$ cat src/rtl/mem_req_arbiter.sv
// mem_req_arbiter
//
// Shares one SRAM-like memory port between an instruction-fetch requester
// (port I) and a load/store requester (port D). Address-phase requests are
// arbitrated with D priority plus a starvation guard for I. A grant is held
// stable by a lock register until downstream accepts it. Every accepted
// request is recorded in an in-order tracking queue, so each returning
// response is routed to its owner. Fetch responses cancelled by a pipeline
// flush are dropped.
//
// Ports:
//   clk, reset                         clock, async active-high reset
//   i_req/i_wr/i_size/i_addr/i_wstrb/i_wdata   I request inputs
//   i_addr_ok/i_data_ok/i_rdata                I handshake / response outputs
//   d_*                                 same set for port D
//   flush                               discard outstanding and same-cycle I fetches
//   m_req/m_wr/m_size/m_addr/m_wstrb/m_wdata   downstream request outputs
//   m_addr_ok/m_data_ok/m_rdata                downstream handshake / response inputs
//   busy                                queue non-empty or lock held
module mem_req_arbiter #(
    parameter int DEPTH        = 4,
    parameter int STARVE_LIMIT = 3
) (
    input  logic        clk,
    input  logic        reset,

    input  logic        i_req,
    input  logic        i_wr,
    input  logic [1:0]  i_size,
    input  logic [31:0] i_addr,
    input  logic [3:0]  i_wstrb,
    input  logic [31:0] i_wdata,
    output logic        i_addr_ok,
    output logic        i_data_ok,
    output logic [31:0] i_rdata,

    input  logic        d_req,
    input  logic        d_wr,
    input  logic [1:0]  d_size,
    input  logic [31:0] d_addr,
    input  logic [3:0]  d_wstrb,
    input  logic [31:0] d_wdata,
    output logic        d_addr_ok,
    output logic        d_data_ok,
    output logic [31:0] d_rdata,

    input  logic        flush,

    output logic        m_req,
    output logic        m_wr,
    output logic [1:0]  m_size,
    output logic [31:0] m_addr,
    output logic [3:0]  m_wstrb,
    output logic [31:0] m_wdata,
    input  logic        m_addr_ok,
    input  logic        m_data_ok,
    input  logic [31:0] m_rdata,

    output logic        busy
);

    localparam int AW = (DEPTH > 1) ? $clog2(DEPTH) : 1;
    localparam logic [AW:0] FULL_COUNT = (AW+1)'(DEPTH);
    localparam logic [2:0]  STARVE_MAX = 3'(STARVE_LIMIT);

    typedef enum logic {
        OWNER_I = 1'b0,
        OWNER_D = 1'b1
    } owner_t;

    logic            lock_valid;
    owner_t          lock_owner;
    logic [2:0]      streak;
    logic [AW:0]     count;
    logic [AW-1:0]   wr_ptr;
    logic [AW-1:0]   rd_ptr;
    owner_t          q_owner   [DEPTH];
    logic            q_discard [DEPTH];

    owner_t          owner;
    owner_t          head_owner;
    logic            head_discard;
    logic            accept;
    logic            pop;

    // Ownership: a pending lock pins the grant; otherwise D wins unless I has
    // waited through STARVE_LIMIT consecutive D accepts. The full check uses
    // the registered count, so a pop in the same cycle does not open a slot.
    always_comb begin
        owner = OWNER_I;
        if (lock_valid) begin
            owner = lock_owner;
        end else if (d_req && !(i_req && streak == STARVE_MAX)) begin
            owner = OWNER_D;
        end

        m_req  = (lock_valid || i_req || d_req) && (count < FULL_COUNT);
        accept = m_req && m_addr_ok;

        m_wr    = (owner == OWNER_D) ? d_wr    : i_wr;
        m_size  = (owner == OWNER_D) ? d_size  : i_size;
        m_addr  = (owner == OWNER_D) ? d_addr  : i_addr;
        m_wstrb = (owner == OWNER_D) ? d_wstrb : i_wstrb;
        m_wdata = (owner == OWNER_D) ? d_wdata : i_wdata;

        i_addr_ok = accept && (owner == OWNER_I);
        d_addr_ok = accept && (owner == OWNER_D);
    end

    // Response routing from the queue head. A response with an empty queue is
    // spurious and neither pops nor reaches a requester. A flush in the same
    // cycle also cancels an I response that is popping right now.
    always_comb begin
        head_owner   = q_owner[rd_ptr];
        head_discard = q_discard[rd_ptr];
        pop          = m_data_ok && (count != '0);
        i_data_ok    = pop && (head_owner == OWNER_I) && !head_discard && !flush;
        d_data_ok    = pop && (head_owner == OWNER_D);
        i_rdata      = m_rdata;
        d_rdata      = m_rdata;
        busy         = lock_valid || (count != '0);
    end

    // Lock register: a request shown but not accepted keeps its owner until
    // downstream takes it, so the address phase never changes mid-handshake.
    always_ff @(posedge clk or posedge reset) begin
        if (reset) begin
            lock_valid <= 1'b0;
            lock_owner <= OWNER_I;
        end else if (accept) begin
            lock_valid <= 1'b0;
        end else if (m_req) begin
            lock_valid <= 1'b1;
            lock_owner <= owner;
        end
    end

    // Starvation streak: counts D accepts while I keeps asking; any I accept
    // or any cycle without an I request starts the count over.
    always_ff @(posedge clk or posedge reset) begin
        if (reset) begin
            streak <= 3'd0;
        end else if (!i_req || i_addr_ok) begin
            streak <= 3'd0;
        end else if (d_addr_ok && streak < STARVE_MAX) begin
            streak <= streak + 3'd1;
        end
    end

    // Tracking queue. Flush marks every I entry as discarded; stale slots
    // outside the valid window may also be marked, which is harmless because
    // a push rewrites both fields of its slot.
    always_ff @(posedge clk or posedge reset) begin
        if (reset) begin
            count  <= '0;
            wr_ptr <= '0;
            rd_ptr <= '0;
            for (int i = 0; i < DEPTH; i++) begin
                q_owner[i]   <= OWNER_I;
                q_discard[i] <= 1'b0;
            end
        end else begin
            if (flush) begin
                for (int i = 0; i < DEPTH; i++) begin
                    if (q_owner[i] == OWNER_I) begin
                        q_discard[i] <= 1'b1;
                    end
                end
            end
            if (accept) begin
                q_owner[wr_ptr]   <= owner;
                q_discard[wr_ptr] <= (owner == OWNER_I) && flush;
                wr_ptr            <= wr_ptr + 1'b1;
            end
            if (pop) begin
                rd_ptr <= rd_ptr + 1'b1;
            end
            case ({accept, pop})
                2'b10:   count <= count + 1'b1;
                2'b01:   count <= count - 1'b1;
                default: count <= count;
            endcase
        end
    end

endmodule

$ cat config.mk
export PLATFORM = sky130hd
export DESIGN_NAME = mem_req_arbiter
export DESIGN_NICKNAME = d
export VERILOG_FILES = /design/src/rtl/mem_req_arbiter.sv
export SDC_FILE = /design/constraint.sdc
export NUM_CORES = 1
export LEC_CHECK = 0
export ABC_CLOCK_PERIOD_IN_PS = 2100
export BUFFER_PORTS_ARGS = -buffer_cell sky130_fd_sc_hd__buf_2
export CAP_MARGIN = 20
export CORE_AREA = 2 2 124 126
export CTS_BUF_LIST = sky130_fd_sc_hd__clkbuf_8 sky130_fd_sc_hd__clkbuf_16
export CTS_CLUSTER_SIZE = 30
export DETAILED_ROUTE_END_ITERATION = 10
export DIE_AREA = 0 0 126 128
export PLACE_DENSITY_LB_ADDON = 0.05
export SLEW_MARGIN = 20
export SYNTH_ARGS = -nofsm -noshare
export SYNTH_HDL_FRONTEND = slang
export SYNTH_SLANG_ARGS = --single-unit
export TNS_END_PERCENT = 10
$ cat constraint.sdc
create_clock -name clk -period 2.1 [get_ports clk]
set_clock_uncertainty 0.2 [all_clocks]
set_input_delay 0.42 -clock clk [delete_from_list [all_inputs] [get_ports clk]]
set_output_delay 0.42 -clock clk [all_outputs]
set_load 0.02 [all_outputs]
* Word level (Yosys, flattened, before mapping)
Cells that the tools add are included.
** Word-level totals
- Bits in registers :: 20
- Bits of input ports :: 181
- Logic and storage cells :: 87
** Cells by class
- $add $sub $neg :: 5
- Order comparisons :: 5
- Equality and inequality tests :: 3
- Mux-type cells :: 28
- Bitwise logic cells :: 5
- Reduce and logical (&&, ||, !) cells :: 27
** Operators by type and width (count)
- two-way mux 32 bit :: 2
- logical AND 1 bit :: 14
- two-way mux 1 bit :: 14
- two-way mux 4 bit :: 3
- bitwise mux 4 bit :: 2
- adder 3 x 1 -> 3 bit, second input constant :: 2
- >= comparator 3 bit, second input constant :: 2
- two-way mux 3 bit :: 2
- inverter 2 -> 3 bit :: 2
- case mux 3 bit (2 select lines) :: 1
- nonzero test 2 bit :: 3
- adder 2 x 1 -> 2 bit, second input constant :: 2
- binary-select mux 1 bit (select 2 bit) :: 2
- logical NOT 1 bit :: 4
- logical OR 1 bit :: 4
- == test 3 x 2 -> 1 bit, second input constant :: 1
- < comparator 3 x 1 -> 1 bit, second input constant :: 1
- < comparator 3 x 2 -> 1 bit, second input constant :: 1
- < comparator 3 bit, second input constant :: 1
- inverter 1 bit :: 3
- nonzero test 3 bit :: 1
- subtractor 3 x 1 -> 3 bit, second input constant :: 1
- demux 1 bit (select 2 bit) :: 1
- == test 2 x 1 -> 1 bit, second input constant :: 1
- 3 further kinds :: 3

* Longest topological paths before layout
- Depth after elaboration :: 10
- Mapped depth :: 10

* Worst setup path before layout
No wires, ideal clock.
- Path type :: reg-to-reg
- From :: register lock_valid
- To :: register count[2]
- Setup time :: 79 ps
- Arrival time :: 2042 ps
- Slack :: -221 ps
- Stages on the path, launching flop included :: 11
- Path buffers :: 1
- Path through :: dfrtp_1 -> or3_1 -> and2_1 -> buf_6 -> clkinv_1 -> ha_1 -> inv_1 -> fa_1 -> xor2_1 -> nor2_1 -> xor2_1
** On the way
- Word-level cells in the longest chain between the ends :: 6
- Elaborated cells between the ends (all ways) :: 8
** Ends and longest elaborated chain
- start, declared :: line 71 : logic lock_valid;
- start signal, assigned :: line 128 : lock_valid <= 1'b0;
- start signal, assigned :: line 131 : lock_valid <= 1'b0;
- start signal, assigned :: line 133 : lock_valid <= 1'b1;
- logical OR 1 bit * (2 in series) :: line 97 : m_req = (lock_valid || i_req || d_req) && (count < FULL_COUNT);
- logical AND 1 bit * :: line 97
- logical AND 1 bit * :: line 98 : accept = m_req && m_addr_ok;
- == test 2 x 1 -> 1 bit or == test 2 bit (tied branches) :: line 178 : case ({accept, pop})
- case mux 3 bit (2 select lines) or nonzero test 2 bit (tied branches)
- end signal, assigned :: line 179 : 2'b10: count <= count + 1'b1;
- end signal, assigned :: line 180 : 2'b01: count <= count - 1'b1;
- end signal, assigned :: line 181 : default: count <= count;
- end, declared :: line 74 : logic [AW:0] count;
Mark *: on every way between the ends. The rest lies on a longest branch, timed or not.
A chain may end at the register's enable or synchronous reset.

* Final worst setup path
- From :: register streak[0]
- To :: output m_addr[4]
** On the way
- Word-level cells in the longest chain between the ends :: 7
** Ends and longest elaborated chain
- start, declared :: line 73 : logic [2:0] streak;
- start signal, assigned :: line 146 : streak <= streak + 3'd1;
- == test 3 x 2 -> 1 bit :: line 93 : end else if (d_req && !(i_req && streak == STARVE_MAX)) begin
- logical AND 1 bit :: line 93
- logical NOT 1 bit :: line 93
- logical AND 1 bit :: line 93
- two-way mux 1 bit :: line 93
- two-way mux 1 bit :: line 91 : if (lock_valid) begin
- two-way mux 32 bit :: line 102 : m_addr = (owner == OWNER_D) ? d_addr : i_addr;
- end, declared :: line 52 : output logic [31:0] m_addr,
Every way passes these cells.

==> impl_results.md <==
- Register area: 500.5 µm²
- RSZ-0062 raised after global routing: true
- Max-slew violations: 0
- Yosys warnings: 0
- Max-cap violations: 0
- Post-synthesis sequential area ratio: 20.20%
- Max_slew headroom: 76.49%
- Hold Startpoint: m_addr_ok
- Vias post-DR: 2464
- Most used cell, CP: buf_12
- Final cell count without fillers: 617
- Most used DFF post-synth: dfrtp_1
- WL final: 10360 µm
- #FFs+latches synth: 20
- Die H: 128 µm
- Post-DP Area: 3486 µm²
- Initial antenna violation count: 0
- Largest net degree at the start of global routing: 23
- Worst skew pair latency: 0.26 ns
- Drt wl/cell: 16.78 µm
- Slowest stage delay, CP: 0.37 ns
- Hold path depth: 4
- Asr flop ratio synth: 100.0%
- Die ar.: 16130 µm²
- Reg2reg path depth: 9
- Total negative setup slack: -37.61 ns
- Finished Cell Area: 4011 µm²
- WHS: 0.2836 ns
- Ratio of final minimum period to clock period: 126.1%
- Layout cells sized above 1: 80.42%
- Worst setup path class: flop to output pin
- Max Freq: 377.7 MHz
- Crit path cell chain: ha_2, ha_4, a21boi_4, mux2i_4, buf_12, buf_12, mux2_2, buf_4
- Core area: 14860 µm²
- Post-synth cell types: 38
- # DRC: 0
- Inst Count DP: 607
- Critical path capture point type: output pin
- Nets: 620
- Failing checks: setup timing
- Setup-failing EPs final: 78
- Number of buffers added on ports: 225
- Number of synthesized flops with an enable pin: 0
- Endpoints failing hold: 0
- R2r startpoint: lock_valid$_DFFE_PP0P_
- Dpl ws: -0.3843 ns
- Antenna viol nets, final: 0
- Post-Syn Area: 2477 µm²
- Leak: 1.960 nW
- Vias in the first global route: 2657
- Root buffer cell: clkbuf_16
- Final HPWL DP: 8494 µm
- CP startpoint kind: flop
- H-tree depth: 1
- Clk buf depth: 2
- # IOs: 322
- Clock slew at reported path FFs: 0.06 ns
- RR Endpoint: count[2]$_DFFE_PP0P_
- Initial core utilization: 16.67%
- Outcome: finished with violations
- VDD IR-drop max: 0.0003405 V
- Crit path time final: 2.647 ns
- Crit path max fanout: 10
- CP arrival: 2.03 ns
- Number of antenna diodes: 0
- Worst-margin pin slew: 0.3500 ns
- Via/cell ratio: 3.994
- Commonest non-fill, non-tap cells in the layout: 177 x buf_2, 71 x mux2_2, 36 x buf_6
- Syn Nets: 440
- Fillcell total: 1628
- Pwr/cell area: 1155 nW/µm²
- Cts bufs inserted: 3
- Row count: 45
- All-Layer GR Usage: 12.02%
- Setup ws final: -0.5475 ns
- TritonRoute pass-1 iters: 4
- P&R area growth vs syn: 61.92%
- Die X-Extent: 126 µm
- Cells after Synth: 251
- Data required time of the critical path: 1.48 ns
- RePlAce Congestion: 0.7326
- Worst reg2reg setup slack: -0.05 ns
- Multi-input gate area: 1464 µm²
- Iter 0 DRT Violations: 82
- Slowest cell on the critical path: mux2_2
- Worst hold endpoint: lock_owner$_DFFE_PP0P_
- CTS tree: done
- Mean Syn Cell Area: 9.870 µm²
- Commonest non-fill, non-tap cell in the layout: buf_2
- Class of the tightest hold or removal check: primary input to flop
- First-pass GRT wire length: 15150 µm
- Remaining global-route overflow: 0
- # clock sinks: 20
-- registers in the layout, summed over array words and instances, names as in the netlist --
register	flops
count	3
lock_owner	1
lock_valid	1
q_discard	4
q_owner	4
rd_ptr	2
streak	3
wr_ptr	2
-- metal layers --
| metal | global-route usage [%] | up-vias | wire length, µm |
|---|---|---|---|
| met5 | 0 | - | 0 |
| met2 | 22.11 | 145 | 5408 |
| met3 | 4.341 | 8 | 962 |
| li1 | - | 1173 | - |
| met4 | 2.844 | 0 | 138 |
| met1 | 13.18 | 1138 | 3846 |
-- cell usage after synthesis, types with 2 or more instances --
library cell | instances | area (µm²)
nor2_1 | 4 | 15.01
nand4_1 | 4 | 25.02
a2bb2oi_1 | 4 | 35.03
a21oi_1 | 6 | 30.03
nor2b_1 | 5 | 31.28
mux2_2 | 71 | 799.5
buf_2 | 5 | 25.02
inv_1 | 9 | 33.78
nand2b_1 | 4 | 25.02
o21ai_0 | 2 | 10.01
mux4_2 | 2 | 45.04
buf_4 | 69 | 518.0
nand2_1 | 3 | 11.26
xor2_1 | 2 | 17.52
xnor2_1 | 4 | 35.03
buf_6 | 2 | 22.52
nor3_1 | 2 | 10.01
a31oi_1 | 5 | 31.28
nor4_1 | 2 | 12.51
and2_1 | 2 | 12.51
ha_1 | 7 | 87.58
mux2i_1 | 2 | 20.02
dfrtp_1 | 20 | 500.5
-- final cells by class --
class / count / area share, %
inverter: 10 / 0.9981
tap: 188 / 5.864
sequential: 20 / 12.48
timing repair buffer: 252 / 42.30
clock buffer: 3 / 1.871
multi-input combinational: 144 / 36.49
-- worst max-delay path by stage --
stage	start	endpoint	slack, ns
3_5_place_dp	streak[1]$_DFFE_PP0P_	m_wdata[28]	-0.38
6_report	streak[0]$_DFFE_PP0P_	m_addr[4]	-0.55
2_1_floorplan	streak[0]$_DFFE_PP0P_	m_addr[18]	-0.17
3_3_place_gp	streak[1]$_DFFE_PP0P_	m_wdata[28]	-0.36
5_1_grt	streak[0]$_DFFE_PP0P_	m_wdata[28]	-0.63
4_1_cts	streak[0]$_DFFE_PP0P_	m_wstrb[0]	-0.60
-- where the power goes --
group	internal, mW	leakage (nW)	switching [mW]
Sequential	0.555	0.231	0.159
Clock	0.252	0.0370	0.153
Combinational	1.84	1.69	1.68
Total	2.65	1.96	1.99
-- kinds of logic (layout without fill, tap and decap cells) --
family | after synthesis | in the layout | synth area share, %
buffers and inverters | 87 | 265 | 24.49
AND/OR/NAND/NOR | 31 | 31 | 7.424
flip-flops | 20 | 20 | 20.20
multiplexers | 75 | 75 | 34.90
AO/OA/AOI/OAI | 24 | 24 | 6.516
XOR/XNOR | 6 | 6 | 2.121
adder cells (fa/ha/maj) | 8 | 8 | 4.343
-- worst max-delay path, delay by kind of cell, from the launching register on --
family                     cells  cell delay (ns)
adders and majority gates      2             0.34
AOI/OAI and AO/OA              1             0.05
muxes                          2             0.53
buffers and inverters          3             0.48
DFF                            1             0.36
-- through the flow --
stage | utilization (%) | power [mW]
2_1_floorplan | - | 2.803
3_3_place_gp | 23.45 | 3.666
3_5_place_dp | 23.45 | 3.663
4_1_cts | 26.37 | 4.598
5_1_grt | 26.99 | 4.951
6_report | 26.99 | 4.635
-- timing repair --
item	CTS	global route
hold buffers	1	0
endpoints found under the setup margin	79	88
pin swaps	7	4
gates cloned	2	1
resized for setup	79	27
buffers inserted	4	0
endpoints found under the hold margin	5	0
Note: power is estimated with default switching activity, not from simulation.
